===== src/rtl/game_pkg.sv =====
// Shared types and default pacing constants for the obstacle game controller.
package game_pkg;

  typedef enum logic [1:0] {
    IDLE = 2'd0,
    RUN  = 2'd1,
    HIT  = 2'd2,
    OVER = 2'd3
  } game_state_t;

  typedef logic [3:0] bcd_t;

  localparam logic [7:0] TICK_DIV_INIT_DEF = 8'd4;
  localparam logic [7:0] TICK_DIV_MIN_DEF  = 8'd1;
  localparam logic [7:0] SPEEDUP_PTS_DEF   = 8'd10;
  localparam logic [7:0] JUMP_FRAMES_DEF   = 8'd24;
  localparam logic [7:0] HIT_FRAMES_DEF    = 8'd30;
  localparam logic [2:0] SPEED_LEVEL_MAX   = 3'd7;

  // Converts a two-digit BCD score to binary so multiples can be tested.
  function automatic logic [7:0] bcd_to_bin(input bcd_t tens, input bcd_t ones);
    return ({4'd0, tens} * 8'd10) + {4'd0, ones};
  endfunction

endpackage


===== src/rtl/btn_sync_edge.sv =====
// Two-flop synchronizer plus registered falling-edge detect for an active-low button.
module btn_sync_edge (
  input  logic clk,
  input  logic reset,
  input  logic btn_n,
  output logic press
);

  logic sync1_q, sync2_q, prev_q, press_q;
  logic sync1_d, sync2_d, prev_d, press_d;

  // Shift the raw button through the synchronizer and flag a 1 -> 0 transition.
  always_comb begin
    sync1_d = btn_n;
    sync2_d = sync1_q;
    prev_d  = sync2_q;
    press_d = prev_q & ~sync2_q;
  end

  // Flops idle high (button released) so leaving reset never fakes a press.
  always_ff @(posedge clk) begin
    if (reset) begin
      sync1_q <= 1'b1;
      sync2_q <= 1'b1;
      prev_q  <= 1'b1;
      press_q <= 1'b0;
    end else begin
      sync1_q <= sync1_d;
      sync2_q <= sync2_d;
      prev_q  <= prev_d;
      press_q <= press_d;
    end
  end

  assign press = press_q;

endmodule


===== src/rtl/game_sequencer.sv =====
// Central obstacle-game controller: play FSM, frame-paced world ticks, jump timer,
// BCD score and speed-up level. Every output comes straight from a flop.
module game_sequencer
  import game_pkg::*;
#(
  parameter logic [7:0] TICK_DIV_INIT = TICK_DIV_INIT_DEF,
  parameter logic [7:0] TICK_DIV_MIN  = TICK_DIV_MIN_DEF,
  parameter logic [7:0] SPEEDUP_PTS   = SPEEDUP_PTS_DEF,
  parameter logic [7:0] JUMP_FRAMES   = JUMP_FRAMES_DEF,
  parameter logic [7:0] HIT_FRAMES    = HIT_FRAMES_DEF
) (
  input  logic       clk,
  input  logic       reset,
  input  logic       btn_n,
  input  logic       frame_start,
  input  logic       collision,
  output logic [1:0] state,
  output logic       game_tick,
  output logic       jump_active,
  output logic [2:0] speed_level,
  output logic [3:0] score_tens,
  output logic [3:0] score_ones,
  output logic       score_carry,
  output logic       game_over
);

  logic press;

  game_state_t state_q, state_d;
  logic [7:0]  frame_cnt_q, frame_cnt_d;
  logic [7:0]  divider_q, divider_d;
  logic [7:0]  jump_cnt_q, jump_cnt_d;
  logic [7:0]  hit_cnt_q, hit_cnt_d;
  logic [2:0]  speed_level_q, speed_level_d;
  bcd_t        score_tens_q, score_tens_d;
  bcd_t        score_ones_q, score_ones_d;
  logic        game_tick_q, game_tick_d;
  logic        score_carry_q, score_carry_d;
  logic        jump_active_q, jump_active_d;
  logic        game_over_q, game_over_d;

  bcd_t       inc_tens, inc_ones;
  logic       inc_wrap;
  logic [7:0] inc_bin;
  logic       inc_speedup;

  btn_sync_edge u_btn (
    .clk   (clk),
    .reset (reset),
    .btn_n (btn_n),
    .press (press)
  );

  // Score plus one in BCD, with wrap and speed-up detection on the new value.
  always_comb begin
    inc_wrap = 1'b0;
    inc_tens = score_tens_q;
    inc_ones = score_ones_q + 4'd1;
    if (score_ones_q == 4'd9) begin
      inc_ones = 4'd0;
      if (score_tens_q == 4'd9) begin
        inc_tens = 4'd0;
        inc_wrap = 1'b1;
      end else begin
        inc_tens = score_tens_q + 4'd1;
      end
    end
    inc_bin     = bcd_to_bin(inc_tens, inc_ones);
    inc_speedup = (inc_bin != 8'd0) && ((inc_bin % SPEEDUP_PTS) == 8'd0);
  end

  // Next-state, counter and output decisions for the play FSM.
  always_comb begin
    state_d       = state_q;
    frame_cnt_d   = frame_cnt_q;
    divider_d     = divider_q;
    jump_cnt_d    = jump_cnt_q;
    hit_cnt_d     = hit_cnt_q;
    speed_level_d = speed_level_q;
    score_tens_d  = score_tens_q;
    score_ones_d  = score_ones_q;
    jump_active_d = jump_active_q;
    game_tick_d   = 1'b0;
    score_carry_d = 1'b0;

    case (state_q)
      IDLE: begin
        if (press) begin
          state_d       = RUN;
          score_tens_d  = 4'd0;
          score_ones_d  = 4'd0;
          speed_level_d = 3'd0;
          divider_d     = TICK_DIV_INIT;
          frame_cnt_d   = 8'd0;
          jump_active_d = 1'b0;
          jump_cnt_d    = 8'd0;
        end
      end

      RUN: begin
        if (collision) begin
          // A crash wins over a tick landing in the same cycle.
          state_d       = HIT;
          jump_active_d = 1'b0;
          jump_cnt_d    = 8'd0;
          hit_cnt_d     = 8'd0;
        end else begin
          if (frame_start) begin
            if (frame_cnt_q >= (divider_q - 8'd1)) begin
              frame_cnt_d   = 8'd0;
              game_tick_d   = 1'b1;
              score_carry_d = inc_wrap;
              score_tens_d  = inc_tens;
              score_ones_d  = inc_ones;
              if (inc_speedup) begin
                if (divider_q > TICK_DIV_MIN) begin
                  divider_d = divider_q - 8'd1;
                end
                if (speed_level_q != SPEED_LEVEL_MAX) begin
                  speed_level_d = speed_level_q + 3'd1;
                end
              end
            end else begin
              frame_cnt_d = frame_cnt_q + 8'd1;
            end
          end

          if (jump_active_q) begin
            if (frame_start) begin
              if (jump_cnt_q <= 8'd1) begin
                jump_cnt_d    = 8'd0;
                jump_active_d = 1'b0;
              end else begin
                jump_cnt_d = jump_cnt_q - 8'd1;
              end
            end
          end else if (press) begin
            jump_active_d = 1'b1;
            jump_cnt_d    = JUMP_FRAMES;
          end
        end
      end

      HIT: begin
        if (frame_start) begin
          if (hit_cnt_q >= (HIT_FRAMES - 8'd1)) begin
            state_d   = OVER;
            hit_cnt_d = 8'd0;
          end else begin
            hit_cnt_d = hit_cnt_q + 8'd1;
          end
        end
      end

      OVER: begin
        if (press) begin
          state_d = IDLE;
        end
      end

      default: begin
        state_d = IDLE;
      end
    endcase

    game_over_d = (state_d == OVER);
  end

  // State and datapath registers with synchronous reset.
  always_ff @(posedge clk) begin
    if (reset) begin
      state_q       <= IDLE;
      frame_cnt_q   <= 8'd0;
      divider_q     <= TICK_DIV_INIT;
      jump_cnt_q    <= 8'd0;
      hit_cnt_q     <= 8'd0;
      speed_level_q <= 3'd0;
      score_tens_q  <= 4'd0;
      score_ones_q  <= 4'd0;
      game_tick_q   <= 1'b0;
      score_carry_q <= 1'b0;
      jump_active_q <= 1'b0;
      game_over_q   <= 1'b0;
    end else begin
      state_q       <= state_d;
      frame_cnt_q   <= frame_cnt_d;
      divider_q     <= divider_d;
      jump_cnt_q    <= jump_cnt_d;
      hit_cnt_q     <= hit_cnt_d;
      speed_level_q <= speed_level_d;
      score_tens_q  <= score_tens_d;
      score_ones_q  <= score_ones_d;
      game_tick_q   <= game_tick_d;
      score_carry_q <= score_carry_d;
      jump_active_q <= jump_active_d;
      game_over_q   <= game_over_d;
    end
  end

  assign state       = state_q;
  assign game_tick   = game_tick_q;
  assign jump_active = jump_active_q;
  assign speed_level = speed_level_q;
  assign score_tens  = score_tens_q;
  assign score_ones  = score_ones_q;
  assign score_carry = score_carry_q;
  assign game_over   = game_over_q;

endmodule


===== config.mk =====
export PLATFORM = sky130hd
export DESIGN_NAME = game_sequencer
export DESIGN_NICKNAME = d
export VERILOG_FILES = /design/src/rtl/game_pkg.sv /design/src/rtl/btn_sync_edge.sv /design/src/rtl/game_sequencer.sv
export SDC_FILE = /design/constraint.sdc
export NUM_CORES = 1
export LEC_CHECK = 0
export ABC_AREA = 1
export CAP_MARGIN = 15
export CORE_ASPECT_RATIO = 0.6
export CORE_MARGIN = 8
export CORE_UTILIZATION = 45
export DETAILED_ROUTE_END_ITERATION = 10
export PLACE_DENSITY = 0.66
export RECOVER_POWER = 50
export SLEW_MARGIN = 10
export SYNTH_ARGS = -nofsm -noshare
export SYNTH_HDL_FRONTEND = slang
export SYNTH_HIERARCHICAL = 1
export SYNTH_SLANG_ARGS = --single-unit

===== constraint.sdc =====
create_clock -name clk -period 4.7 [get_ports clk]
set_input_delay 0.705 -clock clk [delete_from_list [all_inputs] [get_ports clk]]
set_output_delay 0.705 -clock clk [all_outputs]
set_load 0.03 [all_outputs]

==> metrics <==
CP startpoint kind=flop; Main synth FF type=dfxtp_1; final hold vios=0; I/O Pins=22; Worst setup EP type=flop; Starting Density=45.5%; HPWL after DPL=6050 um; CTS max path bufs=2; root buf cell=clkbuf_16; CP max stage delay=0.60 ns; CTS clk-pin slew, worst paths=0.07 ns; # hold bufs at CTS=0; Place WS=-0.0843 ns; TritonCTS clock tree=done; Worst-Margin Slew=0.682 ns; RSZ-0062 raised after global routing=yes; final core utilization=57.0%; Die Ht=84.3 um; most used cell, CP=nand2_2; vias per std cell=5.06; Crit Path Category=flop to flop; leakage=0.00190 uW; first-pass GRT wire length=13,200 um; Setup Viol. Count Final=0; status=finished clean; GPL Wtd Cong=0.884; Final Critical Period=4.70 ns; Worst path slowest cell=fa_2; site row count=25; critical path data arrival time=4.89 ns; Pre-antenna DRT Iters=4; Area Growth Syn to Fin=25.2%; Syn Inst Count=498; H-tree lvl count=2; normalized max-slew margin=54.0%; worst clock skew=0.00626 ns; Post-synth EDFFs=0; Core Area=7690 um^2; placed insts=628; share of cells above drive strength 1=19.3%; final period utilization=99.9%; Mapped Area=3500 um^2; remaining global-route overflow=0; Yosys cell types=40; Layout Cells excl Fill=647; DR iter-0 viols=226; crit-path max FO=6; vias in the first global route=2,854; Power Dens Cells=235 nW/um^2; worst ir drop on vdd=0.142 mV; synth warn=6; HP Class=flop to flop; #FFs+latches synth=53; Post-Syn Area per Cell=7.03 um^2; ANT cells=0; Horiz. Die Dim=130 um; via count=3,273; register area share after synthesis=30.3%; Detail Route Antenna Nets=0; clock sinks=53; initial antenna violation count=0; Mapped Nets=534; fillcell total=700; ys async rst share=0%; Post-Route WL=8520 um; CTS Buf Count=5; wire per inst=13.2 um; Slew Limit Fails=0; pin count of the biggest net entering global routing=24; # DRC=0; final net count=574; Global Route Usage Sum=14.7%; PortBufs=21; clock latency on the worst-skew pair=0.30 ns; die footprint=10,900 um^2; Bufs and invs on worst path=7; WP data required=4.89 ns; max-cap viol count=0; fmax=213 MHz; Crit path max-delay family=simple AND/OR/NAND/NOR gates; Final WS setup=0.00299 ns
## layout by cell type, fill, tap and decap left out, drive strengths merged
master,Yosys,layout
nand2,116,116
inv,67,67
nor2,62,62
dfxtp,53,53
nand3,44,44
ha,29,29
a21oi,24,24
clkdlybuf4s50,0,21
o21ai,18,18
buf,2,17
xor2,12,12
or2,12,12
nand4,11,11
nor3,8,8
clkbuf,4,7
xnor2,6,6
a31oi,4,4
o211ai,4,4
clkinv,2,4
o21a,3,3
a21boi,2,2
a311oi,2,2
a22oi,2,2
a32o,2,2
a211oi,2,2
o21bai,2,2
fa,2,2
nor4,1,1
o2111ai,1,1
a41oi,1,1
## final timing paths
kind                 startpoint      endpoint  slack [ns]  cells after the start
setup / recovery  score_ones[1]  divider_q[0]       0.003                     32
hold / removal    u_btn/sync1_q  u_btn/prev_d        0.41                      1
setup reg to reg  score_ones[1]  divider_q[0]       0.003                     32
hold reg to reg   u_btn/sync1_q  u_btn/prev_d        0.41                      1
## stage by stage
| stage | hold slack (ns) | setup TNS [ns] | instance area, um^2 | total power [uW] |
|---|---|---|---|---|
| after floorplan | 0.385 | 0 | 3500 | 595 |
| after global placement | 0.391 | 0 | 3880 | 631 |
| after detailed placement | 0.397 | -0.441 | 3880 | 634 |
| after CTS | 0.416 | 0 | 4050 | 1020 |
| after global routing | 0.419 | -2.42 | 4380 | 1080 |
| final | 0.415 | 0 | 4380 | 1030 |
## layer usage
layer	wire, um	vias up	global-route usage [%]
met5	0	-	0
met4	102	0	4.82
met3	301	9	3.29
met2	3660	58	20.6
met1	4460	1491	21.4
li1	-	1715	-
## state kept, by name, summed over array words and instances (netlist names)
name and cells:
frame_cnt_q 8, game_tick 1, score_ones 4, u_btn/sync1_q 1, u_btn/prev_d 1, score_carry 1, hit_cnt_q 8, divider_q 8
u_btn/prev_q 1, speed_level 3, u_btn/press 1, score_tens 4, state 2, jump_active 1, game_over 1, jump_cnt_q 8
## power by group
part           leakage, uW  switching [uW]  internal [uW]
Clock            0.0000768             170            212
Sequential        0.000431            12.0            462
Combinational      0.00139             108           63.6
## final cells by class
class                   count  area [um^2]  share of cell area, %
repair buffers             39          395                   9.02
well taps                 108          135                   3.08
flip-flops and latches     53         1070                   24.4
clock buffers               6          139                   3.17
multi-input cells         370         2370                   54.2
clock inverters             2         13.8                  0.314
inverters                  69          259                   5.91
## worst reg2reg max path: cells and delay by family, from the launching register on
family,cells,cell delay (ns)
compound gates,4,0.78
simple gates,17,1.49
buf+inv,7,0.83
fa+ha+maj,4,1.16
flops,1,0.34
## logic make-up after synthesis
kind of cell | after synthesis | share of synthesized area, %
DFF | 53 | 30.3
AOI/OAI and AO/OA | 67 | 12.2
xor gates and xnor gates | 18 | 4.50
and+or+nand+nor | 254 | 33.0
adders and majority gates | 31 | 11.5
buffers and inverters | 75 | 8.47
## timing repair
item / CTS / global route
cloned: 0 / 1
buffers inserted: 1 / 9
gates resized for setup: 0 / 64
endpoints found under the setup margin: 8 / 11
pin swaps: 1 / 30
## cell usage after synthesis, types with 4 or more instances
master | count | area (um^2)
nand2_1 | 107 | 402
inv_1 | 64 | 240
nor2_1 | 59 | 221
dfxtp_1 | 53 | 1060
nand3_1 | 39 | 195
ha_1 | 29 | 363
a21oi_1 | 22 | 110
o21ai_0 | 17 | 85.1
xor2_1 | 12 | 105
nand4_1 | 10 | 62.6
or2_2 | 9 | 56.3
nor3_1 | 8 | 40.0
nand2_2 | 6 | 37.5
xnor2_1 | 6 | 52.6
nand3_2 | 5 | 50.1
a31oi_1 | 4 | 25.0
clkbuf_1 | 4 | 15.0
Power figures use the tool's default switching activity.
